[src/rtl/ddc_arith_pkg.sv]
// Shared arithmetic definitions for the DDC datapath: rounding mode codes and
// the width of the rounded intermediate used by the multiplier and filter output stages.
package ddc_arith_pkg;

    localparam int ROUND_TRUNC   = 0;
    localparam int ROUND_HALF_UP = 1;
    localparam int ROUND_CONV    = 2;

    // One guard bit above the kept product bits absorbs the rounding carry.
    function automatic int round_width(input int p_width, input int shift);
        return p_width - shift + 1;
    endfunction

endpackage

[src/rtl/round_sat.sv]
// Round-and-saturate stage: discards SHIFT LSBs of a product with selectable rounding,
// then clamps to the output width. One register after rounding, one after saturation.
module round_sat
    import ddc_arith_pkg::*;
#(
    parameter int A_WIDTH    = 16,
    parameter int B_WIDTH    = 16,
    parameter int O_WIDTH    = 16,
    parameter int SHIFT      = 15,
    parameter int SIGNED     = 1,
    parameter int ROUND_MODE = ROUND_CONV
) (
    input  logic                       clk_i,
    input  logic                       rst_i,
    input  logic                       en_i,
    input  logic                       valid_i,
    input  logic [A_WIDTH+B_WIDTH-1:0] p_i,
    output logic                       valid_o,
    output logic [O_WIDTH-1:0]         mult_o,
    output logic                       ovf_o
);

    localparam int PW = A_WIDTH + B_WIDTH;
    localparam int RW = round_width(PW, SHIFT);
    localparam int EW = ((RW > O_WIDTH) ? RW : O_WIDTH) + 1;

    logic [PW:0]              w_p_ext;
    logic [RW-1:0]            w_r_floor;
    logic [RW-1:0]            w_r_round;
    logic                     w_half;
    logic                     w_sticky;
    logic                     w_inc;

    logic [RW-1:0]            r_round;
    logic                     r_round_vld;

    logic signed [EW-1:0]     w_ext;
    logic signed [EW-1:0]     w_max;
    logic signed [EW-1:0]     w_min;
    logic [O_WIDTH-1:0]       w_sat;
    logic                     w_ovf;

    logic                     r_vld;
    logic [O_WIDTH-1:0]       r_mult;
    logic                     r_ovf;

    // Floor shift plus the rounding increment chosen by the half bit and sticky bits.
    always_comb begin
        w_p_ext   = (SIGNED != 0) ? {p_i[PW-1], p_i} : {1'b0, p_i};
        w_r_floor = w_p_ext[PW:SHIFT];
        w_half    = 1'b0;
        w_sticky  = 1'b0;
        for (int i = 0; i < PW; i++) begin
            if (i == SHIFT - 1) begin
                w_half = w_p_ext[i];
            end else if (i < SHIFT - 1) begin
                w_sticky = w_sticky | w_p_ext[i];
            end else begin
                w_sticky = w_sticky;
            end
        end
        case (ROUND_MODE)
            ROUND_HALF_UP: w_inc = w_half;
            ROUND_CONV:    w_inc = w_half & (w_sticky | w_r_floor[0]);
            default:       w_inc = 1'b0;
        endcase
        w_r_round = w_r_floor + {{(RW-1){1'b0}}, w_inc};
    end

    // Round register; data is left unreset so it can sit in a DSP output register.
    always_ff @(posedge clk_i) begin
        if (en_i) begin
            r_round <= w_r_round;
        end
    end

    // Valid bit matching the round register.
    always_ff @(posedge clk_i) begin
        if (rst_i) begin
            r_round_vld <= 1'b0;
        end else if (en_i) begin
            r_round_vld <= valid_i;
        end
    end

    // Compare in a width wide enough for both the rounded value and the output limits.
    always_comb begin
        if (SIGNED != 0) begin
            w_ext = {{(EW-RW){r_round[RW-1]}}, r_round};
            w_max = (EW'(1'b1) << (O_WIDTH - 1)) - EW'(1'b1);
            w_min = -(EW'(1'b1) << (O_WIDTH - 1));
        end else begin
            w_ext = {{(EW-RW){1'b0}}, r_round};
            w_max = (EW'(1'b1) << O_WIDTH) - EW'(1'b1);
            w_min = '0;
        end
        if (w_ext > w_max) begin
            w_sat = w_max[O_WIDTH-1:0];
            w_ovf = 1'b1;
        end else if (w_ext < w_min) begin
            w_sat = w_min[O_WIDTH-1:0];
            w_ovf = 1'b1;
        end else begin
            w_sat = w_ext[O_WIDTH-1:0];
            w_ovf = 1'b0;
        end
    end

    // Output register; cleared on reset so no stale sample is presented.
    always_ff @(posedge clk_i) begin
        if (rst_i) begin
            r_vld  <= 1'b0;
            r_mult <= '0;
            r_ovf  <= 1'b0;
        end else if (en_i) begin
            r_vld  <= r_round_vld;
            r_mult <= w_sat;
            r_ovf  <= w_ovf;
        end
    end

    assign valid_o = r_vld;
    assign mult_o  = r_mult;
    assign ovf_o   = r_ovf;

endmodule

[src/rtl/mult_round_sat.sv]
// Pipelined fixed-point multiplier for the DDC datapath: input register, product
// register, optional retiming delays, then the shared round/saturate stage.
module mult_round_sat
    import ddc_arith_pkg::*;
#(
    parameter int A_WIDTH     = 16,
    parameter int B_WIDTH     = 16,
    parameter int O_WIDTH     = 16,
    parameter int SHIFT       = 15,
    parameter int SIGNED      = 1,
    parameter int ROUND_MODE  = ROUND_CONV,
    parameter int PIPE_STAGES = 2
) (
    input  logic               clk_i,
    input  logic               rst_i,
    input  logic               en_i,
    input  logic               valid_i,
    input  logic [A_WIDTH-1:0] a_i,
    input  logic [B_WIDTH-1:0] b_i,
    output logic               valid_o,
    output logic [O_WIDTH-1:0] mult_o,
    output logic               ovf_o
);

    localparam int PW = A_WIDTH + B_WIDTH;

    logic [A_WIDTH-1:0]     r_a;
    logic [B_WIDTH-1:0]     r_b;
    logic                   r_vld_in;
    logic [PW-1:0]          w_a_ext;
    logic [PW-1:0]          w_b_ext;
    logic [PW-1:0]          w_prod;
    logic [PW-1:0]          r_dly [0:PIPE_STAGES];
    logic [PIPE_STAGES:0]   r_vld_dly;

    // Extending both operands to the product width gives the exact product in the low bits.
    always_comb begin
        w_a_ext = {{B_WIDTH{(SIGNED != 0) && r_a[A_WIDTH-1]}}, r_a};
        w_b_ext = {{A_WIDTH{(SIGNED != 0) && r_b[B_WIDTH-1]}}, r_b};
        w_prod  = w_a_ext * w_b_ext;
    end

    // Operand, product and retiming registers; no reset so they map onto DSP registers.
    always_ff @(posedge clk_i) begin
        if (en_i) begin
            r_a      <= a_i;
            r_b      <= b_i;
            r_dly[0] <= w_prod;
            for (int i = 1; i <= PIPE_STAGES; i++) begin
                r_dly[i] <= r_dly[i-1];
            end
        end
    end

    // Valid chain mirroring the data registers above.
    always_ff @(posedge clk_i) begin
        if (rst_i) begin
            r_vld_in  <= 1'b0;
            r_vld_dly <= '0;
        end else if (en_i) begin
            r_vld_in     <= valid_i;
            r_vld_dly[0] <= r_vld_in;
            for (int i = 1; i <= PIPE_STAGES; i++) begin
                r_vld_dly[i] <= r_vld_dly[i-1];
            end
        end
    end

    round_sat #(
        .A_WIDTH    (A_WIDTH),
        .B_WIDTH    (B_WIDTH),
        .O_WIDTH    (O_WIDTH),
        .SHIFT      (SHIFT),
        .SIGNED     (SIGNED),
        .ROUND_MODE (ROUND_MODE)
    ) u_round_sat (
        .clk_i   (clk_i),
        .rst_i   (rst_i),
        .en_i    (en_i),
        .valid_i (r_vld_dly[PIPE_STAGES]),
        .p_i     (r_dly[PIPE_STAGES]),
        .valid_o (valid_o),
        .mult_o  (mult_o),
        .ovf_o   (ovf_o)
    );

endmodule
[config.mk]
export PLATFORM = sky130hd
export DESIGN_NAME = mult_round_sat
export DESIGN_NICKNAME = d
export VERILOG_FILES = /design/src/rtl/ddc_arith_pkg.sv /design/src/rtl/round_sat.sv /design/src/rtl/mult_round_sat.sv
export SDC_FILE = /design/constraint.sdc
export NUM_CORES = 1
export LEC_CHECK = 0
export ABC_AREA = 1
export ABC_CLOCK_PERIOD_IN_PS = 5500
export CORE_AREA = 3 3 240 242
export DETAILED_ROUTE_END_ITERATION = 10
export DIE_AREA = 0 0 243 245
export PLACE_DENSITY = 0.56
export SLEW_MARGIN = 20
export SYNTH_ARGS = -nofsm -noshare
export SYNTH_HDL_FRONTEND = slang
export SYNTH_SLANG_ARGS = --single-unit
[constraint.sdc]
create_clock -name clk_i -period 5.5 [get_ports clk_i]
set_input_delay 0.825 -clock clk_i [delete_from_list [all_inputs] [get_ports clk_i]]
set_output_delay 0.825 -clock clk_i [all_outputs]
set_load 0.01 [all_outputs]
Yosys cells after proc, flatten, opt, wreduce, memory -nomap -nowiden
Memory sizes are Yosys's and may differ from the RTL's.
Index checks and enable logic that the tools add are counted.
{"block": "classes", "addsub": 1, "multipliers": 1, "n_lt_le_gt_ge": 2, "mux": 6, "bitwise": 15}
{"operator": "$mul A16 B16 Y32", "n": 1}
{"operator": "$mux W16", "n": 2}
{"operator": "$add A17 B2 Y18", "n": 1}
{"operator": "$gt A18 B16 Y1 const B", "n": 1}
{"operator": "$lt A18 B16 Y1 const B", "n": 1}
{"operator": "$or A1 B1 Y1", "n": 14}
{"operator": "$mux W1", "n": 4}
{"operator": "$and A1 B1 Y1", "n": 1}
{"block": "totals", "reg_bits": 73, "ramBits": 96, "memories": 1}
{"name": "r_dly", "words": 3, "word_bits": 32, "read_ports": 3, "rd_clocked_by_memory_dff": 0, "write_ports": 3, "line_no": "mult_round_sat.sv:33", "text": "logic [PW-1:0] r_dly [0:PIPE_STAGES];"}

Logic depth before layout (Yosys ltp)
Gate-level depths: netlist of run 1.
An unclocked memory read counts as a cell.
{"block": "logic_depth", "ltp_word": 17, "depth_mapped": 28, "mapped_depth_nobuf": 26}

Modules after synthesis
From an unflattened synthesis of run 1, not the netlist that was laid out.
{"block": "unflattened", "hier_cells": 1851, "area_unflattened_um2": 16636.0}
{"module": "mult_round_sat", "n_inst": 1, "cells_each": 1621, "area_per_inst_um2": 14844.2, "seq_area_each_um2": 3923.8}
{"module": "round_sat", "n_inst": 1, "cells_each": 230, "area_per_inst_um2": 1791.7, "seq_area_each_um2": 920.9}

Worst setup path before layout of run 1
No wires, ideal clock.
{"block": "synth_path", "path_kind": "flip-flop to flip-flop", "from": "register r_b[5]", "to": "memory r_dly[0][30] (netlist bit), data pin", "setup_ns": 0.252, "t_arrival_ns": 5.460, "required_time_ns": 5.248, "slack_ns": -0.212, "stages_incl_launch_ff": 21, "n_path_buf": 2, "period_less_slack_ns": 5.712, "cell_sequence": "edfxtp_1 > clkbuf_1 > clkbuf_1 > nand2_1 > fa_1 > inv_1 > fa_1 > fa_1 > fa_1 > inv_1 > fa_1 > fa_1 > inv_1 > ha_1 > inv_1 > nor3_1 > and2_1 > and2_1 > nand2_1 > nand3_1 > nand2_1"}
{"item": "start: declaration", "line_no": "mult_round_sat.sv:28", "text": "logic [B_WIDTH-1:0] r_b;"}
{"item": "start signal: assignment", "line_no": "mult_round_sat.sv:47", "text": "r_b <= b_i;"}
{"item": "end: declaration", "line_no": "mult_round_sat.sv:33"}

==> flow_summary.ini, run 1 <==
[critical_path]
path_class = flop to flop
cp_slowest_stage_delay_ps = 640
path_buf_inv = 5
cp_max_fo = 7
start_kind = flop
crit_family = adder cells
cp_cell_sequence = buf_4, nand2_4, inv_2, fa_2, fa_2, buf_6, fa_1, fa_1, fa_1, inv_1, fa_1, inv_2, ha_4, nand2_4, nor3_4, and2_4, and2_4, nand2_4, nand3_2, nand2_2
cp.arrival_ps = 5690
critical_path.most_common_cell = fa_1
cp.required_ps = 5730
worstSetupEndpointType = flop
worst_path_max_delay_cell = fa_2

[die]
ioPinCount = 54
num_rows = 86
die_area_mm2 = 0.0595
die_w_um = 243
core-area_mm2 = 0.0553
initial_core_util_pct = 30.0
fp.dieH_um = 245

[clock_network]
cts.htree.levels = 4
cts_tree = done
cts.sinks = 169
clk_pin_slew_ps = 70
ctsRootBufferMaster = clkbuf_16
clock_latency_ps = 480
cts-buffers-inserted = 17
cts_buffer_depth = 2
holdBufCountCts = 0

[route]
drt-total-wl_mm = 36.8
routed-via-count = 11600
first_iter_violations = 590
drcViolationCount = 0
wire_per_inst_um = 13.4
viasPerCell = 4.21
dr.pass1.iters = 5
antenna_left = 0

[yosys]
ys_seq_elements = 169
syn-mean-instance-area_um2 = 9.06
synth_nets = 2210
synth-xor-area-share_pct = 1.74
netlist_area_mm2 = 0.0166
yosys_warnings = 0
synth.mux.area_fraction_pct = 0
synth_cell_types = 36
synthCells = 1829
synth_top_family_by_area = adder cells
synth_compound_area_share_pct = 2.64
synth-seq-area-share_pct = 29.2
synth_fa_ha_area_share_pct = 37.9
yosys.area_share.simple_pct = 15.3

[sta]
finalCriticalPeriod_ps = 5460
worstMarginPinSlew_ps = 802
rsz0062_at_grt = yes
setup_viol = 0
fin_crit_sh_pct = 99.2
relSlewSlack_pct = 46.5
hold_viol_final = 0
drv_slew = 0
hold-worst-slack_ps = 417
skew_ps = 19.9
timing.fmax_mhz = 183

[outcome]
status = completed

[finish]
nFillCells = 5594
fin_util_pct = 37.1
stdcell_count = 2747
drive_above_1_share_pct = 18.9
seq_area_mm2 = 0.00484
fin_nets = 2367
multi_input_area_mm2 = 0.0104
area_growth_pct = 23.9
diodes = 0

[global_routing]
grt_pass1_wl_mm = 62.3
grt_overflow = 0
grt_pass1_vias = 12600
grt_max_degree = 67
grtUsageTotal_pct = 13.1
antenna_found_initial = 0

[flow_run]
drv_cap = 0

[place]
hpwl_mm = 30.1
place_inst = 2682
routabilityCongestion = 0.892
io_buffer_count = 53

[worst_hold_path]
hold_path.class = flop to flop
-- logic make-up (layout without fill, tap and decap cells) --
group                      count (synthesis)  in the layout
and+or+nand+nor                          621            621
buffers and inverters                    579            749
adders and majority gates                345            345
DFF                                      169            169
AOI/OAI and AO/OA                         82             82
xor gates and xnor gates                  33             33
-- area by class of cell --
type | instances | area share (%)
clock buffers | 21 | 2.30
clock inverters | 11 | 0.609
inverters | 516 | 9.45
multi-input cells | 1081 | 50.5
flip-flops and latches | 169 | 23.6
well taps | 748 | 4.56
repair buffers | 201 | 8.97
-- cell usage in the layout (no fill, tap or decap), types with 30 or more instances in the layout --
cell and n:
a21oi_1 31, buf_4 123, fa_1 246, inv_2 37, clkdlybuf4s50_1 52, nor2_1 45, ha_1 61, inv_1 478
edfxtp_1 146, nand2_1 427, nand2_2 30
-- state kept, by name (all words and copies together) (netlist names) --
register                 flops
r_a                         16
r_b                         16
r_dly                       96
r_vld_dly                    3
r_vld_in                     1
u_round_sat.mult_o          16
u_round_sat.ovf_o            1
u_round_sat.r_round         18
u_round_sat.r_round_vld      1
u_round_sat.valid_o          1
-- routing by layer --
metal	track usage (%)	up-vias	routed length, µm
li1	-	5665	-
met1	16.7	5680	16600
met2	22.4	185	17900
met3	2.34	46	1380
met4	4.83	0	953
met5	0	-	0
-- cells in the mapped netlist (all sizes together) --
| cell type | number | area (µm²) |
|---|---|---|
| o21bai | 6 | 45.0 |
| buf | 2 | 8.75 |
| a31oi | 1 | 6.26 |
| a211oi | 1 | 7.51 |
| nor3b | 1 | 12.5 |
| nor3 | 12 | 70.1 |
| nor2 | 67 | 279 |
| nor4 | 2 | 12.5 |
| a21o | 1 | 7.51 |
| edfxtp | 146 | 4380 |
| nand3 | 41 | 220 |
| dfxtp | 23 | 460 |
| and2 | 3 | 18.8 |
| ha | 83 | 1040 |
| fa | 262 | 5250 |
| inv | 516 | 1940 |
| xnor2 | 6 | 52.6 |
| nand4 | 12 | 75.1 |
| or2 | 6 | 37.5 |
| nand3b | 2 | 15.0 |
| a21oi | 46 | 230 |
| nand2 | 475 | 1800 |
| o21ai | 25 | 125 |
| o21a | 2 | 15.0 |
| clkbuf | 61 | 230 |
| xor2 | 27 | 236 |
-- repair_timing --
action / CTS / global route
pin swaps: 11 / 85
gates cloned: 0 / 1
setup buffers: 6 / 26
endpoints found under the setup margin: 14 / 20
gates resized for setup: 36 / 194
-- worst paths after layout --
kind / to / startpoint / slack [ps] / cells past startpoint
worst max register to register: r_dly[0][30] / r_b[2] / 40 / 20
worst max-delay path: r_dly[0][30] / r_b[2] / 40 / 20
worst min-delay path: r_dly[0][84] / r_dly[0][52] / 420 / 0
worst min register to register: r_dly[0][84] / r_dly[0][52] / 420 / 0
-- stage by stage --
step	setup TNS, ps	area [µm²]	worst slack, ps
2_1_floorplan	0	16600	23.6
3_3_place_gp	-950	18800	-230
3_5_place_dp	-1780	18800	-247
4_1_cts	0	19600	0.346
5_1_grt	-1290	20500	-149
6_report	0	20500	41.3
Power of run 1 is not shown: default switching activity piles up to over one toggle a cycle in this logic, so the estimate is an artifact.
==> run 2: changes to the inputs <==
--- a/config.mk
+++ b/config.mk
@@ -10,7 +10,7 @@
 export CORE_AREA = 3 3 240 242
 export DETAILED_ROUTE_END_ITERATION = 10
 export DIE_AREA = 0 0 243 245
-export PLACE_DENSITY = 0.56
+export PLACE_DENSITY = 0.53
 export SLEW_MARGIN = 20
 export SYNTH_ARGS = -nofsm -noshare
 export SYNTH_HDL_FRONTEND = slang
==> run 2 against run 1 <==
  * Global-route usage increased by 0.28 points
  * Die area is the same
  * Clock skew decreased by 4.4 ps
  * Critical path type unchanged
==> flow_summary.ini, run 2 (same netlist as run 1, synthesis figures left out) <==
[critical_path]
cp.arrival_ps = 5650
cp_max_fo = 5
start_kind = flop
worst_path_max_delay_cell = fa_1
worstSetupStartpoint = r_b[3]
path_buf_inv = 7
cp_slowest_stage_delay_ps = 560
worstSetupEndpointType = flop
crit_family = adder cells
path_class = flop to flop
critical_path.most_common_cell = fa_1
cp.required_ps = 5730
r2r_start = r_b[3]
cp_cell_sequence = nand2_2, inv_2, fa_1, buf_6, buf_4, fa_1, fa_1, fa_2, fa_1, inv_1, fa_1, inv_1, ha_4, nand2_1, inv_1, nand2_2, buf_4, nor3_2, nand2_1, nand4_1, nand2_1

[die]
fp.dieH_um = 245
core-area_mm2 = 0.0553
die_area_mm2 = 0.0595
initial_core_util_pct = 30.0
die_w_um = 243
num_rows = 86
ioPinCount = 54

[sta]
fin_crit_sh_pct = 98.7
skew_ps = 15.4
setup_viol = 0
hold_viol_final = 0
drv_slew = 0
finalWorstSetupSlack_ps = 70.6
relSlewSlack_pct = 44.7
worstMarginPinSlew_ps = 827
fin_tns_setup_ps = 0
rsz0062_at_grt = yes
timing.fmax_mhz = 184
finalCriticalPeriod_ps = 5430

[global_routing]
grt_pass1_vias = 12700
antenna_found_initial = 0
grt_max_degree = 67
grt_pass1_wl_mm = 63.3
grt_overflow = 0
grtUsageTotal_pct = 13.4

[route]
drt-total-wl_mm = 37.5
viasPerCell = 4.22
first_iter_violations = 615
routed-via-count = 11600
wire_per_inst_um = 13.6
dr.pass1.iters = 5
antenna_left = 0
drcViolationCount = 0

[clock_network]
cts_tree = done
cts-buffers-inserted = 17
cts.htree.levels = 4
ctsRootBufferMaster = clkbuf_16
clock_latency_ps = 480
cts_buffer_depth = 2
cts.sinks = 169
clk_pin_slew_ps = 80

[finish]
area_growth_pct = 24.3
reg_top3 = r_dly: 96 flops, u_round_sat.r_round: 18 flops
fin_util_pct = 37.2
nFillCells = 5598
final_common_cell = inv_1
mostFrequentLayoutCells = 483 x inv_1, 419 x nand2_1, 251 x fa_1
drive_above_1_share_pct = 18.8
largest_register_ffs = 96
top_register = r_dly
fin_nets = 2371
diodes = 0

[place]
io_buffer_count = 53
post-place-ws_ps = -228
hpwl_mm = 30.9
routabilityCongestion = 0.823

[worst_hold_path]
hp-start = r_dly[0][10]
hold_path.class = flop to flop

[flow_run]
drv_cap = 0

[outcome]
status = completed
## run 2: area by class of cell
cell class / instances / area [µm²] / area share (%)
clock buffers: 18 / 450 / 2.19
clock inverters: 14 / 168 / 0.814
inverters: 516 / 1940 / 9.41
flip-flops and latches: 169 / 4840 / 23.5
repair buffers: 205 / 1910 / 9.30
multi-input cells: 1081 / 10300 / 50.2
well taps: 748 / 936 / 4.54
## run 2: worst paths after layout
path / slack [ps] / depth (start not counted) / endpoint
worst max-delay path: 70 / 21 / r_dly[0][29]
worst min-delay path: 420 / 0 / r_dly[0][42]
worst max register to register: 70 / 21 / r_dly[0][29]
worst min register to register: 420 / 0 / r_dly[0][42]
## run 2: routing by layer
layer	vias to the layer above	wire (µm)	global-route usage (%)
li1	5674	-	-
met1	5720	16800	16.8
met2	174	18500	23.5
met3	41	1510	2.56
met4	0	745	4.08
met5	-	0	0
## run 2: metrics by stage
| stage | std cells | hold slack [ps] | area [µm²] |
|---|---|---|---|
| 6_report | 2751 | 419 | 20600 |
| 5_1_grt | 2751 | 427 | 20600 |
| 4_1_cts | 2728 | 421 | 19800 |
| 3_5_place_dp | 2690 | 405 | 18900 |
| 3_3_place_gp | 2690 | 400 | 18900 |
| 2_1_floorplan | 1829 | 400 | 16600 |
## run 2: what timing repair did
action	in CTS	in global routing
cloned	0	2
endpoints found under the hold margin	0	0
pin swaps	23	72
resized for setup	61	160
hold buffers	0	0
setup buffers	6	21
setup endpoints to repair	11	19
Power of run 2 is left out for the same reason.
==> run 3: changes to the inputs <==
--- a/config.mk
+++ b/config.mk
@@ -10,6 +10,7 @@
 export CORE_AREA = 3 3 240 242
 export DETAILED_ROUTE_END_ITERATION = 10
 export DIE_AREA = 0 0 243 245
+export GPL_TIMING_DRIVEN = 0
 export PLACE_DENSITY = 0.53
 export SLEW_MARGIN = 20
 export SYNTH_ARGS = -nofsm -noshare
==> run 3 against run 2 <==
  * The run now ends with setup timing left
  * Cell count down 0.87%
  * Clock skew increased by 2.1 ps
  * Clock-buffer cell count is the same
  * Critical path type unchanged
  * Global-route usage rose by 1.1 points
  * Worst setup slack lost 78 ps
  * First-iteration DRC count rose by 20%
  * Maximum frequency down 1.4%
  * Highest routed layer unchanged
  * Register-to-register slack worse by 80 ps
  * Wire length grew 12%
  * Worst hold slack worse by 3.4 ps
==> flow_summary.ini, run 3 (same netlist as run 1, synthesis figures left out) <==
[critical_path]
r2r_slack_ps = -7
regToRegEndpoint = r_dly[0][29]
worstSetupEndpointType = flop
path_buf_inv = 5
cp_slowest_stage_delay_ps = 710
crit_family = adder cells
path_class = flop to flop
cp.arrival_ps = 5730
rr_worst_depth = 20
cp.required_ps = 5720
r2r_start = r_a[15]
start_kind = flop
worst_path_max_delay_cell = fa_2
cp_max_fo = 7
cp_cell_sequence = buf_4, buf_8, nand2_4, inv_1, fa_2, fa_2, inv_2, fa_1, inv_1, fa_2, fa_1, fa_1, ha_4, nand2_8, nor2_4, nand2_2, nor3_2, nand2_1, nand4_1, nand2_1

[sta]
rsz0062_at_grt = yes
setup_viol = 1
skew_ps = 17.5
hold_viol_final = 0
timing.fmax_mhz = 182
finalWorstSetupSlack_ps = -7.23
drv_slew = 0
fin_tns_setup_ps = -7.23
finalCriticalPeriod_ps = 5510
worstMarginPinSlew_ps = 625
fin_crit_sh_pct = 100
relSlewSlack_pct = 58.3

[outcome]
status = finished with violations
violations = setup timing

[global_routing]
grt_pass1_vias = 12800
grt_pass1_wl_mm = 66.7
grt_max_degree = 110
grtUsageTotal_pct = 14.5
antenna_found_initial = 0
grt_overflow = 0

[finish]
top_register = r_dly
drive_above_1_share_pct = 18.9
fin_nets = 2347
area_growth_pct = 24.2
final_common_cell = inv_1
reg_top3 = r_dly: 96 flops, u_round_sat.r_round: 18 flops
mostFrequentLayoutCells = 476 x inv_1, 413 x nand2_1, 247 x fa_1
diodes = 0
largest_register_ffs = 96

[die]
die_w_um = 243
die_area_mm2 = 0.0595
core-area_mm2 = 0.0553
initial_core_util_pct = 30.0
ioPinCount = 54
num_rows = 86
fp.dieH_um = 245

[worst_hold_path]
min_to = r_dly[0][77]
hp-start = r_dly[0][45]
min_path_cells = 0
hold_path.class = flop to flop

[clock_network]
cts.htree.levels = 4
cts_buffer_depth = 2
clk_pin_slew_ps = 70
clock_latency_ps = 470
cts_tree = done
cts.sinks = 169
cts-buffers-inserted = 17
ctsRootBufferMaster = clkbuf_16
holdBufCountCts = 0

[flow_run]
drv_cap = 0

[route]
viasPerCell = 4.38
dr.pass1.iters = 7
drt-total-wl_mm = 41.9
drcViolationCount = 0
wire_per_inst_um = 15.4
antenna_left = 0
routed-via-count = 12000
first_iter_violations = 740

[place]
io_buffer_count = 53
routabilityCongestion = 0.904
hpwl_mm = 32.5
-- run 3: cell count changes in the layout (fill, tap and decap cells not counted), sizes merged --
cell	previous run	this run
clkbuf	21	49
buf	150	98
clkinv	4	5
inv	526	525
-- run 3: how the worst max path moves through the flow --
stage | slack [ps] | end | cells after the start | startpoint
finish | -7 | r_dly[0][29] | 20 | r_a[15]
global route | -270 | r_dly[0][30] | 23 | r_a[15]
CTS | -30 | r_dly[0][31] | 22 | r_a[15]
detailed placement | -1020 | r_dly[0][31] | 23 | r_b[7]
global placement | -2200 | u_round_sat.mult_o[13] | 7 | en_i
floorplan | 20 | r_dly[0][30] | 19 | r_a[15]
-- run 3: layout make-up --
type	instances	area, µm²
flip-flops and latches	169	4840
plain buffers	42	390
multi-input cells	1081	10600
well taps	748	936
clock inverters	14	163
repair buffers	139	1250
fillers	5602	34700
inverters	516	1950
clock buffers	18	450
-- run 3: through the flow --
step | setup WS, ps | instances | hold WS [ps] | utilization [%] | instance area [µm²]
final | -7.23 | 2727 | 416 | 37.2 | 20600
after global routing | -270 | 2727 | 425 | 37.2 | 20600
after CTS | -27.8 | 2702 | 417 | 35.6 | 19700
after detailed placement | -1020 | 2631 | 405 | 32.7 | 18100
after global placement | -2200 | 2630 | 401 | 32.7 | 18100
after floorplan | 23.6 | 1829 | 400 | - | 16600
-- run 3: timing repair --
item	4_1_cts	5_1_grt
pin swaps	50	100
resized for setup	164	209
setup buffers	59	24
endpoints found under the setup margin	23	19
cloned	1	1
-- run 3: routing by layer --
metal  vias up  track usage [%]  wire length, µm
met4         0             5.50             1270
met3        65             2.38             2140
met2       309             25.3            20800
met5         -                0                0
met1      5947             18.1            17700
li1       5631                -                -
Power of run 3 is left out for the same reason.
